## config.mk

```make
export PLATFORM = sky130hd
export DESIGN_NAME = neopixel_chain
export DESIGN_NICKNAME = d
export VERILOG_FILES = /design/src/rtl/neopixel_chain.sv
export SDC_FILE = /design/constraint.sdc
export NUM_CORES = 1
export LEC_CHECK = 0
export CORE_MARGIN = 1
export CORE_UTILIZATION = 45
export CTS_BUF_LIST = sky130_fd_sc_hd__clkbuf_2
export DETAILED_ROUTE_END_ITERATION = 10
export GPL_TIMING_DRIVEN = 1
export PLACE_DENSITY = 0.68
export SLEW_MARGIN = 20
export SYNTH_ARGS = -nofsm -noshare
export SYNTH_HDL_FRONTEND = slang
export SYNTH_SLANG_ARGS = --single-unit
```

## constraint.sdc

```tcl
create_clock -name clk_20M -period 2.1 [get_ports clk_20M]
set_input_delay 0.21 -clock clk_20M [delete_from_list [all_inputs] [get_ports clk_20M]]
set_output_delay 0.21 -clock clk_20M [all_outputs]
set_load 0.01 [all_outputs]
```

## src/rtl/neopixel_chain.sv

```systemverilog
// WS2812-class serial LED driver: streams NUM_LEDS pixels from a framebuffer
// read port, MSB first, followed by a latch gap; single-shot or continuous refresh.
`timescale 1ns/1ps
module neopixel_chain #(
  parameter int NUM_LEDS      = 16,
  parameter int BYTES_PER_LED = 3,
  parameter int ADDR_STRIDE   = 4,
  parameter int BASE_ADDR     = 0,
  parameter int ADDR_W        = 9,
  parameter int T_BIT         = 25,
  parameter int T0H           = 8,
  parameter int T1H           = 16,
  parameter int T_RST         = 1600,
  parameter bit INVERT        = 1'b0
) (
  input  logic              clk_20M,
  input  logic              rst,
  input  logic              start,
  input  logic              continuous,
  output logic              busy,
  output logic              frame_done,
  output logic              r_en,
  output logic [ADDR_W-1:0] r_addr,
  input  logic [7:0]        din,
  output logic              data
);

  localparam int LED_W = (NUM_LEDS > 1)      ? $clog2(NUM_LEDS)      : 1;
  localparam int CH_W  = (BYTES_PER_LED > 1) ? $clog2(BYTES_PER_LED) : 1;
  localparam int TMR_W = $clog2(T_BIT);
  localparam int GAP_W = (T_RST > 1)         ? $clog2(T_RST)         : 1;

  localparam logic [LED_W-1:0]  LED_LAST  = LED_W'(NUM_LEDS - 1);
  localparam logic [CH_W-1:0]   CH_LAST   = CH_W'(BYTES_PER_LED - 1);
  localparam logic [TMR_W-1:0]  TMR_LAST  = TMR_W'(T_BIT - 1);
  localparam logic [TMR_W-1:0]  T0H_C     = TMR_W'(T0H);
  localparam logic [TMR_W-1:0]  T1H_C     = TMR_W'(T1H);
  localparam logic [GAP_W-1:0]  GAP_LAST  = GAP_W'(T_RST - 1);
  localparam logic [ADDR_W-1:0] ADDR_BASE = ADDR_W'(BASE_ADDR);
  localparam logic [ADDR_W-1:0] SLOT_SKIP = ADDR_W'(ADDR_STRIDE - BYTES_PER_LED + 1);

  typedef enum logic [2:0] {S_IDLE, S_FETCH, S_PRIME, S_SEND, S_LATCH} state_t;

  state_t             r_state, w_next;
  logic [TMR_W-1:0]   r_timer;
  logic [2:0]         r_bit;
  logic [7:0]         r_shift, r_next_byte;
  logic               r_cap;
  logic [CH_W-1:0]    r_ch;
  logic [LED_W-1:0]   r_led;
  logic [GAP_W-1:0]   r_gap, w_gap_nxt;
  logic               w_bit_end, w_byte_end, w_last_byte, w_frame_end, w_gap_end;
  logic               w_prefetch, w_raw, w_data_nxt, w_done_nxt, w_busy_nxt, w_launch;

  assign w_bit_end   = (r_state == S_SEND) && (r_timer == TMR_LAST);
  assign w_byte_end  = w_bit_end && (r_bit == 3'd7);
  assign w_last_byte = (r_led == LED_LAST) && (r_ch == CH_LAST);
  assign w_frame_end = w_byte_end && w_last_byte;
  assign w_gap_end   = (r_state == S_LATCH) && (r_gap == GAP_LAST);
  // Next byte is requested at the very start of the current one, leaving a whole byte time of slack.
  assign w_prefetch  = (r_state == S_SEND) && (r_timer == '0) && (r_bit == 3'd0) && !w_last_byte;

  // NOTE: every variable assigned in a combinational block gets a default first, so no latch is inferred.
  always_comb begin
    w_next = r_state;
    unique case (r_state)
      S_IDLE:  if (start) w_next = S_FETCH;
      S_FETCH: w_next = S_PRIME;
      S_PRIME: w_next = S_SEND;
      S_SEND:  if (w_frame_end) w_next = S_LATCH;
      S_LATCH: if (w_gap_end) w_next = continuous ? S_FETCH : S_IDLE;
      default: w_next = S_IDLE;
    endcase
  end

  always_comb begin
    w_raw      = r_timer < (r_shift[7] ? T1H_C : T0H_C);
    w_data_nxt = (r_state == S_SEND) ? (w_raw ^ INVERT) : INVERT;
    w_gap_nxt  = (r_state == S_LATCH && !w_gap_end) ? r_gap + GAP_W'(1) : '0;
    w_done_nxt = (w_next == S_LATCH) && (w_gap_nxt == GAP_LAST);
    w_busy_nxt = (w_next != S_IDLE);
    w_launch   = (w_next == S_FETCH);
  end

  // NOTE: sequential state uses non-blocking assignments so every register samples pre-edge values.
  always_ff @(posedge clk_20M) begin
    if (rst) begin
      r_state     <= S_IDLE;
      busy        <= 1'b0;
      frame_done  <= 1'b0;
      r_en        <= 1'b0;
      r_addr      <= ADDR_BASE;
      data        <= INVERT;
      r_timer     <= '0;
      r_bit       <= '0;
      r_shift     <= '0;
      r_next_byte <= '0;
      r_cap       <= 1'b0;
      r_ch        <= '0;
      r_led       <= '0;
      r_gap       <= '0;
    end else begin
      r_state    <= w_next;
      busy       <= w_busy_nxt;
      frame_done <= w_done_nxt;
      data       <= w_data_nxt;
      r_gap      <= w_gap_nxt;
      r_en       <= 1'b0;
      r_cap      <= r_en;
      if (r_cap) r_next_byte <= din;

      if (w_launch) begin
        r_en   <= 1'b1;
        r_addr <= ADDR_BASE;
        r_ch   <= '0;
        r_led  <= '0;
      end

      if (w_prefetch) begin
        r_en   <= 1'b1;
        r_addr <= (r_ch == CH_LAST) ? r_addr + SLOT_SKIP : r_addr + ADDR_W'(1);
      end

      if (r_state == S_PRIME) begin
        r_shift <= din;
        r_timer <= '0;
        r_bit   <= '0;
      end else if (r_state == S_SEND) begin
        if (w_bit_end) begin
          r_timer <= '0;
          if (r_bit == 3'd7) begin
            r_bit <= '0;
            if (!w_last_byte) begin
              r_shift <= r_next_byte;
              if (r_ch == CH_LAST) begin
                r_ch  <= '0;
                r_led <= r_led + LED_W'(1);
              end else begin
                r_ch <= r_ch + CH_W'(1);
              end
            end
          end else begin
            r_bit   <= r_bit + 3'd1;
            r_shift <= {r_shift[6:0], 1'b0};
          end
        end else begin
          r_timer <= r_timer + TMR_W'(1);
        end
      end
    end
  end

endmodule

```

; Word-level counts from Yosys, hierarchy flattened
; Index checks and enable logic that the tools add are counted.
[totals]
output_inout_bits = 13
regBits = 58
input_bits = 12
[classes]
n_mux = 33
bitwise_logic = 1
magnitude_cmp = 1
n_addsub = 7
reduce_logical = 23
eq_ne = 13
[op_table]
columns = op, count
row1 = 2-to-1 mux 8 bit, 5
row2 = 2-to-1 mux 4 bit, 7
row3 = 2-to-1 mux 9 bit, 3
row4 = "equality test 11 bit, second input constant", 2
row5 = one-hot mux 3 bit (5 select lines), 1
row6 = 2-to-1 mux 2 bit, 7
row7 = 2-to-1 mux 3 bit, 4
row8 = "adder 11 x 1 -> 11 bit, second input constant", 1
row9 = 2-to-1 mux 11 bit, 1
row10 = logical AND 1 bit, 10
row11 = 2-to-1 mux 5 bit, 2
row12 = "adder 9 x 1 -> 9 bit, second input constant", 1
row13 = "adder 9 x 2 -> 9 bit, second input constant", 1
row14 = "equality test 3 bit, second input constant", 3
row15 = "equality test 3 x 1 -> 1 bit, second input constant", 2
row16 = "equality test 3 x 2 -> 1 bit, second input constant", 2
row17 = zero test 3 bit, 2
row18 = nonzero test 2 bit, 3
row19 = "adder 5 x 1 -> 5 bit, second input constant", 1
row20 = "equality test 5 bit, second input constant", 1
row21 = zero test 5 bit, 1
row22 = less-than comparator 5 bit, 1
row23 = "adder 4 x 1 -> 4 bit, second input constant", 1
row24 = "equality test 4 bit, second input constant", 1
row25 = 11 further kinds, 15

; Depth between registers and ports, before layout
; Gate-level depths: netlist of run 1.
[logic_depth]
word_depth = 14
mapped_depth = 8
mapped_depth_nobuf = 7

; Worst setup path after synthesis of run 1
; No wires, ideal clock.
[synth_path]
path_kind = reg2reg
from = reg r_gap[7]
to = reg r_addr[2]
setup_ns = 0.128
slack_ns = 0.065
path_stages_with_launch = 8
required_time_ns = 1.972
t_arrival_ns = 1.908
period_less_slack_ns = 2.035
cell_sequence = dfxtp_1 > or3_1 > or4_1 > buf_2 > o21a_4 > buf_6 > a31oi_4 > nor2_1
[synth_between]
elab_chain_cells = 6
[synth_rtl]
columns = element, line
row1 = from (decl), 51  ; logic [GAP_W-1:0] r_gap, w_gap_nxt;
row2 = from (signal assigned), 107  ; r_gap <= w_gap_nxt;
row3 = equality test 11 bit, 59  ; assign w_gap_end = (r_state == S_LATCH) && (r_gap == GAP_LAST);
row4 = logical AND 1 bit, 59
row5 = 2-to-1 mux 3 bit, 71  ; S_LATCH: if (w_gap_end) w_next = continuous ? S_FETCH : S_IDLE;
row6 = one-hot mux 3 bit (5 select lines), 66  ; unique case (r_state)
row7 = equality test 3 x 1 -> 1 bit, 82  ; w_launch = (w_next == S_FETCH);
row8 = nonzero test 2 bit (no source line), n/a
row9 = to (signal assigned), 121  ; r_addr <= (r_ch == CH_LAST) ? r_addr + SLOT_SKIP : r_addr + ADDR_W'(1);
row10 = to (decl), 23  ; output logic [ADDR_W-1:0] r_addr,
; No other way between the ends.
; A chain may end at the register's enable or synchronous reset.

; Worst setup path after layout of run 1
[layout_path]
from = reg r_bit[0]
to = reg r_addr[3]
[layout_between]
elab_chain_cells = 7
word_cells_on_any_way = 11
cone_classes = eq/ne (2) / mux (3) / reduce/logical (6)
[layout_rtl]
columns = element, line
row1 = from (decl), 46  ; logic [2:0] r_bit;
row2 = from (signal assigned), 143  ; r_bit <= r_bit + 3'd1;
row3 = equality test 3 bit, 56  ; assign w_byte_end = w_bit_end && (r_bit == 3'd7);
row4 = logical AND 1 bit, 56
row5 = logical AND 1 bit, 58  ; assign w_frame_end = w_byte_end && w_last_byte;
row6 = 2-to-1 mux 3 bit, 70  ; S_SEND: if (w_frame_end) w_next = S_LATCH;
row7 = one-hot mux 3 bit (5 select lines), 66
row8 = equality test 3 x 1 -> 1 bit, 82
row9 = nonzero test 2 bit (no source line), n/a
; Parallel ways exist; a longest one is shown, timed or not.

==> run summary, run 1 <==
The sink count of the clock tree came out at just under 60. The async set-reset flop share out of synthesis is 0%. The worst clock skew came out at about 0.021 ns. The total CTS buffers is 9. The number of I/O port buffers came out at 24. The number of nets with antenna violations after detailed routing is 0.

25 I/O pins were placed. The worst hold path belongs to the class primary input to flop. Routability-driven placement finished with a final weighted congestion of roughly 0.77.

The sum of net half-perimeters after detailed placement came out at 4120 µm. The net count after synthesis is between 300 and 400. The number of failing setup endpoints in the final timing report is 0. The critical path in this run is classified as flop to flop.

The number of unique standard cell types used by synthesis is 44. The final period utilization came out at 93.4%. The number of global-route vias before repair is about 2300. The global-route wire length before repair is 9870 µm. The layout-stage area growth over the synthesis result came out at 18.9%. Counting every instance in the synthesized netlist gives approximately 330.

The logic depth of the worst register-to-register path is 8. The core region is 5990 µm². The number of buffers inserted for hold repair after clock tree synthesis came out at 0. STA classifies the critical path endpoint as a flop. The synthesized flop and latch total is 58. The number of DRC markers in iteration 0 came out at between 80 and 90. The post-CTS setup buffer count is 0. The per-cell via count in the routed design is 5.40. The H-tree was split into 3 levels. The number of nets at the end of the flow came out at ~400. The final hold violation count came to 0. The pin count of the biggest net entering global routing is 17. Once the floorplan was initialized, standard cells occupied between 40% and 50% of the core. Summed over all layers, the routed wires come to 5710 µm. The number of slew-limit violations in the final report came out at 0. The site row count is 28. Before CTS, the worst setup slack after placement is approximately 0.071 ns. The peak supply drop came out at roughly 0.00039 V.

The clock tree from TritonCTS is done. The residual DRC count is 0. The worst-skew pair later-pin latency came out at around 0.47 ns. The worst path meets setup with between 0.1 and 0.15 ns of slack. Leaving out fill and tap cells, the most frequent cell in the layout is sky130_fd_sc_hd__dfxtp_1. STA classifies the critical path startpoint as a flop. The clock-pin slew on the worst setup and hold paths is approximately 0.17 ns. The worst register-to-register path begins at r_bit[0]. The critical path starts at r_bit[0]. The area of the mapped netlist came out at 2820 µm². The sequential share of the synthesized area is between 40% and 50%. Of the cells placed in the final design, the portion with a size suffix greater than 1 is 10.8%.

The worst slew margin relative to its limit is roughly two thirds. The static leakage power came out at 1.22 nW. The total number of yosys warnings is 0. The library cells used most frequently in the layout, excluding fill and tap cells, are 58 x sky130_fd_sc_hd__dfxtp_1, 47 x sky130_fd_sc_hd__nor2_1, 25 x sky130_fd_sc_hd__mux2i_1, 24 x sky130_fd_sc_hd__clkdlybuf4s50_1. The power density over the cells is 584 nW/µm².

The flow ran to the end, and the final reports show no timing, DRC or antenna violations. In this run the horizontal extent of the chip is 81.2 µm. The final routed wire length divided by cell count is ~13 µm. The total number of vias came out at approximately 2400.

The iteration count of the initial detailed-routing pass is 4. Static timing analysis puts the maximum clock frequency at just over 500 MHz. The number of fill cells in the layout is roughly 540. CTS placed an instance of sky130_fd_sc_hd__clkbuf_2 at the clock tree root.

The required time at the endpoint of the critical path is 2.50 ns. The arrival time of data at the critical path endpoint came out at roughly 2.4 ns. The endpoint of the most critical setup path is r_addr[3]. The die is just over 80 µm tall.

The repair_antennas step left the layout with diodes totalling 0. The maximum number of buffers from clock root to sink came out at 2. The initial antenna violation count came out at 0. The aggregate negative setup slack is 0 ns. The max-cap violation count came out at 0.

The die footprint is approximately 6600 µm². The largest fanout on the critical path came out at 4. The final critical delay including setup and external delays is a little under 2 ns.

The total grt overflow is 0. Setup repair after global routing left no endpoint under its margin. The most used flip-flop cell after synthesis is sky130_fd_sc_hd__dfxtp_1. Across all hold checks on the routed design, the worst slack comes to between 0.3 and 0.4 ns. The number of flops mapped to enable cells by yosys came out at 0.

The endpoint identified for the worst register-to-register timing path is r_addr[3]. The mean instance size in the synthesized netlist came out at about 8.7 µm². The slew at the pin closest to its max-slew limit came out at between 0.5 and 0.6 ns. The register-to-register setup slack came out at ~0.14 ns. The aggregate global-route resource usage is 19.5%.
## repair_timing
item,in CTS,in global routing
setup endpoints to repair,0,5
resized for setup,0,3
hold endpoints to repair,0,0
## sequential cells by signal (all words and copies together), names as in the netlist, 2 cells and up
register     cells
r_led            4
r_gap           11
r_shift          8
r_addr           9
r_timer          5
r_bit            3
r_ch             2
r_next_byte      8
r_state          3
## synthesized netlist by cell type, types with 2 or more instances
library cell                number  share of area (%)
sky130_fd_sc_hd__nand2b_1        7                1.6
sky130_fd_sc_hd__or3_1           6                1.3
sky130_fd_sc_hd__a211oi_1        2               0.53
sky130_fd_sc_hd__clkbuf_1       11                1.5
sky130_fd_sc_hd__inv_1           9                1.2
sky130_fd_sc_hd__nor3_1          9                1.6
sky130_fd_sc_hd__o21a_1          3               0.80
sky130_fd_sc_hd__ha_1           10                4.4
sky130_fd_sc_hd__nor2b_1         5                1.1
sky130_fd_sc_hd__a21oi_1        17                3.0
sky130_fd_sc_hd__nand2_1        21                2.8
sky130_fd_sc_hd__mux2i_1        25                8.9
sky130_fd_sc_hd__a31oi_1         2               0.44
sky130_fd_sc_hd__dfxtp_1        58                 41
sky130_fd_sc_hd__nand3_1        19                3.4
sky130_fd_sc_hd__xor2_1          6                1.9
sky130_fd_sc_hd__o21ai_0        15                2.7
sky130_fd_sc_hd__a311oi_1        2               0.62
sky130_fd_sc_hd__and3_1          4               0.89
sky130_fd_sc_hd__nor4b_1         3               0.93
sky130_fd_sc_hd__nor2_1         47                6.3
sky130_fd_sc_hd__o211ai_1        2               0.53
sky130_fd_sc_hd__xnor2_1         9                2.8
sky130_fd_sc_hd__o2111a_1        2               0.80
sky130_fd_sc_hd__o31ai_1         2               0.53
sky130_fd_sc_hd__o2111ai_1       2               0.62
sky130_fd_sc_hd__nand4_1         8                1.8
sky130_fd_sc_hd__or4_1           3               0.80
sky130_fd_sc_hd__buf_2           2               0.35
## where the power goes
group / switching, mW / internal [mW]
Clock: 0.399 / 0.251
Combinational: 0.0904 / 0.0809
Sequential: 0.0157 / 1.12
Total: 0.505 / 1.45
## worst max-delay path, cell delays in order, from the launching register on
cell	delay, ns
sky130_fd_sc_hd__dfxtp_1	0.37
sky130_fd_sc_hd__inv_1	0.06
sky130_fd_sc_hd__ha_1	0.13
sky130_fd_sc_hd__nor4b_1	0.40
sky130_fd_sc_hd__o2111ai_1	0.32
sky130_fd_sc_hd__buf_4	0.25
sky130_fd_sc_hd__nor2_1	0.10
sky130_fd_sc_hd__nor2_1	0.04
sky130_fd_sc_hd__a311oi_1	0.22
## worst min path at each step
stage,start,end,slack [ns],depth (start not counted)
finish,din[7],r_next_byte[7],0.37,3
global placement,r_gap[0],r_gap[0],0.46,1
CTS,din[7],r_next_byte[7],0.33,3
global route,din[7],r_next_byte[7],0.37,3
floorplan,din[1],r_next_byte[1],0.36,2
detailed placement,r_addr[8],r_addr[8],0.47,2
## metal layers
metal	up-vias	routed length [µm]	global-route usage [%]
li1	1237	-	-
met1	1132	2870	25.0
met2	26	2600	30.9
met3	8	158	3.82
met4	0	89	10.0
met5	-	0	0
## through the flow
| stage | utilization [%] | std cells | area (µm²) | total power, mW |
|---|---|---|---|---|
| floorplan | - | 326 | 2820 | 1.26 |
| global placement | 54.2 | 431 | 3250 | 1.33 |
| detailed placement | 54.2 | 431 | 3250 | 1.33 |
| CTS | 55.8 | 445 | 3340 | 1.98 |
| global route | 56.0 | 445 | 3360 | 2.03 |
| finish | 56.0 | 445 | 3360 | 1.96 |
## layout make-up
type	count	area [µm²]	share of cell area (%)
Clock buffer	9	45.0	1.34
Clock inverter	5	47.5	1.42
Inverter	9	33.8	1.01
Multi-Input combinational cell	244	1580	47.0
Sequential cell	58	1160	34.6
Tap cell	75	93.8	2.80
Timing Repair Buffer	45	398	11.9
## cells by family after synthesis
group	Yosys count	share of synthesized area [%]
buf+inv	24	3.55
xor+xnor	15	4.65
compound gates	56	13.4
mux	25	8.87
simple gates	138	24.0
fa+ha+maj	10	4.43
flops	58	41.1
Note: power is estimated with default switching activity, not from simulation.
==> run 2, diff against run 1 <==
--- a/config.mk
+++ b/config.mk
@@ -8,6 +8,7 @@
 export CORE_MARGIN = 1
 export CORE_UTILIZATION = 45
 export CTS_BUF_LIST = sky130_fd_sc_hd__clkbuf_2
+export CTS_CLUSTER_SIZE = 10
 export DETAILED_ROUTE_END_ITERATION = 10
 export GPL_TIMING_DRIVEN = 1
 export PLACE_DENSITY = 0.68
==> results of run 2 <==
No change in the layout: final DEF, timing and power equal those of run 1.
==> run 3, diff against run 2 <==
--- a/config.mk
+++ b/config.mk
@@ -11,7 +11,7 @@
 export CTS_CLUSTER_SIZE = 10
 export DETAILED_ROUTE_END_ITERATION = 10
 export GPL_TIMING_DRIVEN = 1
-export PLACE_DENSITY = 0.68
+export PLACE_DENSITY = 0.66
 export SLEW_MARGIN = 20
 export SYNTH_ARGS = -nofsm -noshare
 export SYNTH_HDL_FRONTEND = slang
==> constraint.sdc (replaced) <==
create_clock -name clk_20M -period 2.4 [get_ports clk_20M]
set_input_delay 0.24 -clock clk_20M [delete_from_list [all_inputs] [get_ports clk_20M]]
set_output_delay 0.24 -clock clk_20M [all_outputs]
set_load 0.01 [all_outputs]
==> run 3 against run 2 <==
  * Combinational power decreased by 13%
  * Total power is 18% lower
  * First-iteration DRC count is 40% higher
  * Register-to-register slack better by 0.12 ns
  * Sequential share of layout area up 0.89 points
  * Clock power decreased by 28%
  * Critical path depth down 4
  * Core utilization down 1.4 points
  * Critical endpoint is now r_addr[1]
  * Largest cell class unchanged
==> run summary, run 3 (synthesized netlist as in run 1, its figures left out) <==
Outcome: complete, no violations (unchanged). The number of global-route vias before repair is 2164 (was 2274). The aggregate negative setup slack is 0 ns (unchanged). The kind of end point of the critical path was a flop (unchanged). The most common cell after layout, fill and taps aside is sky130_fd_sc_hd__dfxtp_1 (unchanged). The utilization after layout is 54.6% (was 56.0%). The worst clock skew is 0.0245 ns (was 0.0211 ns). The placed instance area is 3200 µm² (was 3250 µm²). The highest clock rate came out at 467 MHz (was 510 MHz). The die outline height came to 81.2 µm (unchanged).

The clock tree from TritonCTS is done (unchanged). The final routed wire length divided by cell count is 13.1 µm (was 12.8 µm). The floorplan core area is 5990 µm² (unchanged). The peak supply drop came out at 0.000284 V (was 0.000395 V). The worst-skew pair later-pin latency came to 0.47 ns (about the same).

The power density over the cells came out at 493 nW/µm² (was 584 nW/µm²). The site row count is 28 (unchanged). The maximum number of buffers from clock root to sink came to 2 (unchanged). The static leakage power came out at 1.18 nW (was 1.22 nW). The layer with the highest usage after global routing is met2 (unchanged).

The number of nets with antenna violations after detailed routing is 0 (unchanged). The flip-flop count of the largest register after layout is 11 (unchanged). The largest fanout on the critical path came out at 15 (was 4). Setup repair after global routing missed its margin: false (unchanged). The share of layout cells above drive strength 1 is 8.82% (was 10.8%).

The type of the worst setup path is flop to flop (unchanged). The slowest stage cell on the critical path is sky130_fd_sc_hd__or4_1 (was sky130_fd_sc_hd__nor4b_1). The number of failing setup endpoints in the final timing report was 0 (unchanged). The max-cap violation count came out at 0 (unchanged).

The number of gates given a new drive strength after cts is 0 (unchanged). The number of fill cells in the layout came out at 564 (was 541). The sum of net half-perimeters after detailed placement came to 4000 µm (was 4120 µm). The total I/O pin count is 25 (unchanged). The total CTS buffers is 9 (unchanged). The number of buffers inserted for hold repair after clock tree synthesis is 0 (unchanged).

The final critical delay including setup and external delays is 2.14 ns (was 1.96 ns). The minimum hold slack is 0.399 ns (was 0.372 ns). The die outline width is 81.2 µm (unchanged). The post-CTS setup buffer count was 0 (unchanged). The final weighted congestion of routability-driven global placement came out at 0.804 (was 0.766). The iteration count of the initial detailed-routing pass is 4 (unchanged).

The register bank with the most flops is r_gap (unchanged). The final hold violation count is 0 (unchanged). The global-route met1 utilization came out at 26.4% (was 25.0%). The number of I/O port buffers is 24 (unchanged).

The required time at the endpoint of the critical path came out at 2.75 ns (was 2.50 ns). The critical path startpoint category is a flop (unchanged). The residual DRC count came out at 0 (unchanged). The number of nets at the end of the flow came to 382 (was 389). The slew at the pin closest to its max-slew limit was 0.509 ns (about the same). The arrival time of data at the critical path endpoint came out at 2.50 ns (was 2.37 ns). The number of levels the H-tree was split into came out at 3 (unchanged). The global-route wire length before repair came out at 9910 µm (was 9870 µm). List of cells traversed by the critical path: or3_1 -> or4_1 -> o21a_4 -> a41o_1 (was inv_1 -> ha_1 -> nor4b_1 -> o2111ai_1 -> buf_4 -> nor2_1 -> nor2_1 -> a311oi_1). The total grt overflow is 0 (unchanged). The pin count of the biggest net entering global routing is 24 (was 17). The met3 track utilization from global routing was 6.85% (was 3.82%). The final period utilization is 89.2% (was 93.4%). The effective utilization at floorplan is 47.1% (unchanged). The aggregate global-route resource usage is 19.8% (was 19.5%). The total inserted antenna cells is 0 (unchanged). The met2 track utilization from global routing is 30.1% (was 30.9%). The classification of the worst-slack hold path is primary input to flop (unchanged). The die footprint came to 6590 µm² (unchanged). Registers with the highest flip-flop counts: r_gap: 11 flops, r_addr: 9 flops (unchanged). The longest individual stage delay on the worst path came to 0.65 ns (was 0.40 ns). The total wire length after detailed routing is 5730 µm (was 5710 µm). The clock-pin slew on the worst setup and hold paths came out at 0.17 ns (about the same). The per-cell via count in the routed design came to 5.40 (about the same). The total number of vias is 2364 (was 2403). The number of slew-limit violations in the final report is 0 (unchanged). The initial antenna violation count is 0 (unchanged). The root buffer cell is sky130_fd_sc_hd__clkbuf_2 (unchanged).

The sink count of the clock tree came out at 58 (unchanged). The layout-stage area growth over the synthesis result is 15.9% (was 18.9%). The number of DRC markers in iteration 0 was 115 (was 82). The worst slew margin relative to its limit came to 66.0% (about the same). Commonest non-fill, non-tap cells in the layout: 58 x sky130_fd_sc_hd__dfxtp_1, 47 x sky130_fd_sc_hd__nor2_1, 25 x sky130_fd_sc_hd__mux2i_1, 24 x sky130_fd_sc_hd__clkdlybuf4s50_1, 21 x sky130_fd_sc_hd__nand2_1 (was 58 x sky130_fd_sc_hd__dfxtp_1, 47 x sky130_fd_sc_hd__nor2_1, 25 x sky130_fd_sc_hd__mux2i_1, 24 x sky130_fd_sc_hd__clkdlybuf4s50_1).

The cell area after layout was 3270 µm² (was 3360 µm²).
[run 3: through the flow]
step	instances	total power, mW	setup WS (ns)
2_1_floorplan	326	1.10	0.365
3_3_place_gp	424	1.16	0.347
3_5_place_dp	424	1.17	0.318
4_1_cts	438	1.64	0.253
5_1_grt	438	1.70	0.0970
6_report	438	1.61	0.260
[run 3: final timing paths]
kind / from / end / slack [ns] / depth (start not counted)
max: r_gap[6] / r_addr[1] / 0.26 / 4
min: din[7] / r_next_byte[7] / 0.40 / 3
max reg2reg: r_gap[6] / r_addr[1] / 0.26 / 4
min reg2reg: r_en / r_cap / 0.48 / 1
[run 3: final cells by class]
cell class                      count  area [µm²]  area share [%]
Clock buffer                       10        50.0            1.53
Tap cell                           75        93.8            2.87
Multi-Input combinational cell    244        1570            47.9
Clock inverter                      4        21.3           0.650
Inverter                            9        33.8            1.03
Sequential cell                    58        1160            35.5
Timing Repair Buffer               38         345            10.6
[run 3: metal layers]
metal | share of wire (%) | wire, µm | vias up
met3 | 3.6 | 204 | 5
met4 | 1.1 | 65 | 0
li1 | - | - | 1223
met1 | 50 | 2870 | 1106
met2 | 45 | 2590 | 30
met5 | 0 | 0 | -
[run 3: power breakdown]
group	switching, mW	internal (mW)
clock	0.344	0.123
sequential	0.0145	0.981
combinational	0.0790	0.0702
[run 3: critical path: cells and delay by family (launching register included)]
kind | cells | cell delay [ns]
AND/OR/NAND/NOR | 2 | 1.05
AO/OA/AOI/OAI | 2 | 0.57
flip-flops | 1 | 0.40
==> RTL change 1 (flow settings as in run 2) <==
Add an input register stage for `start`, `continuous` and `din`, without a reset; this delays them by one clock.
--- a/src/rtl/neopixel_chain.sv
+++ b/src/rtl/neopixel_chain.sv
@@ -42,4 +42,14 @@
   typedef enum logic [2:0] {S_IDLE, S_FETCH, S_PRIME, S_SEND, S_LATCH} state_t;
 
+  logic start_q;
+  logic continuous_q;
+  logic [7:0] din_q;
+
+  always_ff @(posedge clk_20M) begin
+    start_q      <= start;
+    continuous_q <= continuous;
+    din_q        <= din;
+  end
+
   state_t             r_state, w_next;
   logic [TMR_W-1:0]   r_timer;
@@ -65,9 +75,9 @@
     w_next = r_state;
     unique case (r_state)
-      S_IDLE:  if (start) w_next = S_FETCH;
+      S_IDLE:  if (start_q) w_next = S_FETCH;
       S_FETCH: w_next = S_PRIME;
       S_PRIME: w_next = S_SEND;
       S_SEND:  if (w_frame_end) w_next = S_LATCH;
-      S_LATCH: if (w_gap_end) w_next = continuous ? S_FETCH : S_IDLE;
+      S_LATCH: if (w_gap_end) w_next = continuous_q ? S_FETCH : S_IDLE;
       default: w_next = S_IDLE;
     endcase
@@ -108,5 +118,5 @@
       r_en       <= 1'b0;
       r_cap      <= r_en;
-      if (r_cap) r_next_byte <= din;
+      if (r_cap) r_next_byte <= din_q;
 
       if (w_launch) begin
@@ -123,5 +133,5 @@
 
       if (r_state == S_PRIME) begin
-        r_shift <= din;
+        r_shift <= din_q;
         r_timer <= '0;
         r_bit   <= '0;
Check against the original RTL: not equivalent (Yosys sat finds a counterexample within 4 cycles, from zero or initial values and one cycle with rst high).
==> RTL change 1 against run 2 <==
- total power rose by 25%
- worst setup slack improved by 64 ps
- via count rose by 0.96%
- clock power rose by 44%
- synthesized area rose by 8.7%
- sequential share of layout area rose by 3.2 points
- hold slack got worse by 280 ps
- sequential cell count rose by 10
- final area rose by 7.4%
- global-route usage fell by 1.9 points
- core utilization fell by 0.20 points
- sequential power rose by 18%
- wire length rose by 2.9%
- critical path type unchanged
==> RTL change 1: results (changes against run 2) <==
metric,value,unit,change
antenna_found_initial,0,,unchanged
cpMaxStageDelayCell,dfxtp_1,,
first_pass_iters,6,,+2
nFillCells,618,,+14%
globalplace.congestion,0.8895,,+16%
yosysUniqueCellTypes,50,,+14%
grt_pass1_vias,2153,,-5.3%
port_buffers,24,,unchanged
synth.area.top_cells,"dfxtp_1, mux2i_1, nor2_1, ha_1, nand2_1",,
layout.nets,395,,+1.5%
ys.warnings.count,0,,unchanged
fin_skew,19.63,ps,-1.476 ps
cts_max_path_buffers,2,,unchanged
antenna_cells_inserted,0,,unchanged
power.leakage,0.001309,uW,+7.0%
slowest_delay,420,ps,+20 ps
peakVddDrop,0.5893,mV,+49%
crit_fanout,7,,+3
drt-wirelength-per-cell,12.91,um,+0.59%
relSlewSlack,66.15,%,+0.14 points
clk_pin_slew_worst_paths,220,ps,+50 ps
post_cts_buffers,0,,unchanged
track_usage,17.62,%,-1.9 points
post-dp-hpwl,4.095,mm,-0.60%
cts_root_buf,clkbuf_2,,
worstHoldPathType,in -> reg,,
htreeDepth,3,,unchanged
syn_nets,359,,+3.2%
synthTopCellsByCount,"dfxtp_1, nor2_1, mux2i_1, nand2_1, o21ai_0",,
grt_max_degree,24,,+7
cts_buffers,9,,unchanged
status,"complete, no violations",,
vias,2426,,+0.96%
drive_gt1_share,10.32,%,-0.49 points
seq_area_frac_synth,44.35,%,+3.2 points
top_regs,"r_gap x11, r_addr x9",,
cts_resized,0,,unchanged
clk_latency,520,ps,+50 ps
async_reset_ff_share,0,%,unchanged
grt_first_pass_wirelength,9.929,mm,+0.57%
drt_iter0_drc,100,,+22%
## RTL change 1: cell count changes after synthesis, moves of 5 or more
cell	delta
a21oi_1	-6
dfxtp_1	+10
nand2_1	+5
nand3_1	-7
## RTL change 1: stage by stage
stage               worst slack, ps  instance area [um^2]  instances
floorplan                     324.2                  3069        337
global placement              282.9                  3433        437
detailed placement            232.0                  3433        437
CTS                           209.2                  3585        453
global route                  9.435                  3605        455
finish                        202.4                  3605        455
## RTL change 1: cell type report
| type | instances | area share, % |
|---|---|---|
| clock buffers | 9 | 1.250 |
| clock inverters | 7 | 2.950 |
| inverters | 10 | 1.041 |
| multi-input cells | 245 | 44.39 |
| flip-flops and latches | 68 | 37.76 |
| well taps | 77 | 2.673 |
| repair buffers | 39 | 9.927 |
## RTL change 1: worst paths after layout
kind                            cells past startpoint     start  slack (ps)       end
worst min-delay path                                1    din[6]         100  din_q[6]
worst max register to register                      7  r_bit[0]         200  r_led[3]
worst min register to register                      1      r_en         490     r_cap
worst max-delay path                                7  r_bit[0]         200  r_led[3]
## RTL change 1: cells by family after synthesis
| kind of cell | count (synthesis) | share of synthesized area [%] |
|---|---|---|
| AOI/OAI and AO/OA | 53 | 11.33 |
| adders and majority gates | 10 | 4.077 |
| xor gates and xnor gates | 15 | 4.280 |
| DFF | 68 | 44.35 |
| buffers and inverters | 24 | 3.506 |
| and+or+nand+nor | 140 | 23.60 |
| muxes | 27 | 8.846 |
## RTL change 1: power breakdown
group	leakage [uW]	switching, uW	total [uW]	internal (uW)
logic	0.000667	84.3	167	83.0
registers	0.000553	23.7	1350	1320
clock network	0.0000890	524	939	416
## RTL change 1: critical path: cells and delay by family (launching register included)
kind,cells,cell delay [ps]
AOI/OAI and AO/OA,1,230
adders and majority gates,2,330
and+or+nand+nor,4,840
DFF,1,420
## RTL change 1: metal layers
layer	routed length (um)	up-vias	share of wire [%]	global-route usage [%]
met5	0	-	0	0
met4	105	0	1.8	6.780
met3	211	11	3.6	5.900
met2	2625	31	45	26.39
met1	2931	1115	50	23.54
li1	-	1269	-	-
## RTL change 1: timing repair
action,CTS,global route
hold buffers,0,2
hold endpoints to repair,0,2
setup endpoints to repair,0,0
==> RTL change 2 (config.mk and constraints of run 2) <==
Without the edit above. The parameter `INVERT` goes from 1'b0 to 1'b1.
--- a/src/rtl/neopixel_chain.sv
+++ b/src/rtl/neopixel_chain.sv
@@ -12,5 +12,5 @@
   parameter int T1H           = 16,
   parameter int T_RST         = 1600,
-  parameter bit INVERT        = 1'b0
+  parameter bit INVERT        = 1'b1
 ) (
   input  logic              clk_20M,
Behaviour: not the same (Yosys sat finds a counterexample within 4 cycles, from zero or initial values and one cycle with rst high).
==> RTL change 2 against run 2 <==
- hold slack lost 52 ps
- final area fell by 0.48%
- largest power group unchanged
- combinational power down 2%
- worst setup slack better by 26 ps
- synthesized area is 0.89% higher
- sequential cell count stayed put
- wire length is 1.2% higher
- via count shrank 1.4%
- total power up 1.4%
==> RTL change 2: results (changes against run 2) <==
metric,value,unit,change
met1_usage,24.49,%,-0.55 points
ys.flop_type,dfxtp_1,,
post_cts_buffers,0,,unchanged
cpMaxStageDelayCell,or4_4,,
crit_fanout,9,,+5
globalplace.congestion,0.8399,,+9.6%
drt_iter0_drc,124,,+51%
grt_pass1_vias,2165,,-4.8%
grtUsageMet2,30.92,%,about the same
rrSetupSlack,160,ps,+30 ps
holdPathStages,3,,unchanged
grt_first_pass_wirelength,9.756,mm,-1.2%
nFillCells,566,,+4.6%
antenna_found_initial,0,,unchanged
worstHoldPathType,in -> reg,,
clk_pin_slew_worst_paths,170,ps,about the same
post-dp-hpwl,4.109,mm,-0.25%
htreeDepth,3,,unchanged
use_met3,7.111,%,+3.3 points
syn_nets,350,,+0.57%
port_buffers,24,,unchanged
track_usage,19.75,%,+0.24 points
crit_end,r_led[2],,
top_regs,"r_gap x11, r_addr x9",,
slowest_delay,580,ps,+180 ps
tightest_slew,510.7,ps,+1.617 ps
power.leakage,0.001163,uW,-5.0%
fin_skew,17.15,ps,-3.962 ps
cts_root_buf,clkbuf_2,,
synth.area.top_cells,"dfxtp_1, mux2i_1, nor2_1, ha_1, nand2_1",,
startpoint,r_bit[0],,
layout.nets,385,,-1.0%
async_reset_ff_share,0,%,unchanged
synthTopCellsByCount,"dfxtp_1, nor2_1, nand2_1",,
peakVddDrop,0.4624,mV,+17%
antenna_cells_inserted,0,,unchanged
yosysUniqueCellTypes,50,,+14%
ys.warnings.count,0,,unchanged
clk_latency,500,ps,+30 ps
status,"complete, no violations",,
crit_arrival,2390,ps,+20 ps
drt-wirelength-per-cell,13.04,um,+1.6%
cts_buffers,9,,unchanged
cts_resized,0,,unchanged
cts_max_path_buffers,2,,unchanged
first_pass_iters,4,,unchanged
r2r_cells,6,,-2
drive_gt1_share,11.96,%,+1.1 points
vias,2369,,-1.4%
seq_area_frac_synth,40.77,%,-0.36 points
grt_max_degree,25,,+8
RTL change 2: cell type report:
| class | count | share of cell area (%) |
|---|---|---|
| Clock buffer | 9 | 1.349 |
| Clock inverter | 7 | 1.798 |
| Sequential cell | 58 | 34.84 |
| Multi-Input combinational cell | 249 | 48.07 |
| Tap cell | 75 | 2.810 |
| Timing Repair Buffer | 38 | 10.34 |
| Inverter | 7 | 0.7868 |
RTL change 2: stage by stage:
stage | util (%) | std cells | power (uW) | area, um^2 | setup slack [ps]
5_1_grt | 55.42 | 443 | 2095 | 3339 | 15.57
3_3_place_gp | 53.47 | 427 | 1331 | 3222 | 107.7
6_report | 55.42 | 443 | 1986 | 3339 | 164.2
3_5_place_dp | 53.47 | 427 | 1331 | 3222 | 59.87
2_1_floorplan | - | 328 | 1263 | 2848 | 187.7
4_1_cts | 55.21 | 443 | 2015 | 3327 | 24.16
RTL change 2: metal layers:
| layer | part of all wire (%) | wire (um) |
|---|---|---|
| met4 | 1.5 | 85 |
| met5 | 0 | 0 |
| met1 | 49 | 2859 |
| met3 | 4.0 | 229 |
| met2 | 45 | 2603 |
RTL change 2: critical path, delay by kind of cell (launching register included):
family	cells	cell delay, ps
buf+inv	1	50
simple gates	2	1060
fa+ha+maj	2	310
compound gates	1	80
flops	1	380
RTL change 2: power breakdown:
part / internal [uW] / switching (uW) / total [uW]
clock: 260 / 418 / 678
combinational: 80.7 / 85.9 / 167
sequential: 1120 / 19.9 / 1140
RTL change 2: cell families after synthesis:
| kind of cell | after synthesis | share of synthesized area, % |
|---|---|---|
| buffers and inverters | 21 | 3.207 |
| adder cells (fa/ha/maj) | 10 | 4.394 |
| flip-flops | 58 | 40.77 |
| AO/OA/AOI/OAI | 48 | 10.77 |
| AND/OR/NAND/NOR | 150 | 27.07 |
| XOR/XNOR | 15 | 4.613 |
| multiplexers | 26 | 9.183 |
RTL change 2: how the worst min path moves through the flow:
stage | slack [ps] | start | to
6_report | 320 | din[5] | r_next_byte[5]
2_1_floorplan | 360 | din[1] | r_next_byte[1]
5_1_grt | 270 | din[2] | r_next_byte[2]
3_5_place_dp | 470 | r_en | r_cap
3_3_place_gp | 460 | r_en | r_cap
4_1_cts | 280 | din[5] | r_next_byte[5]
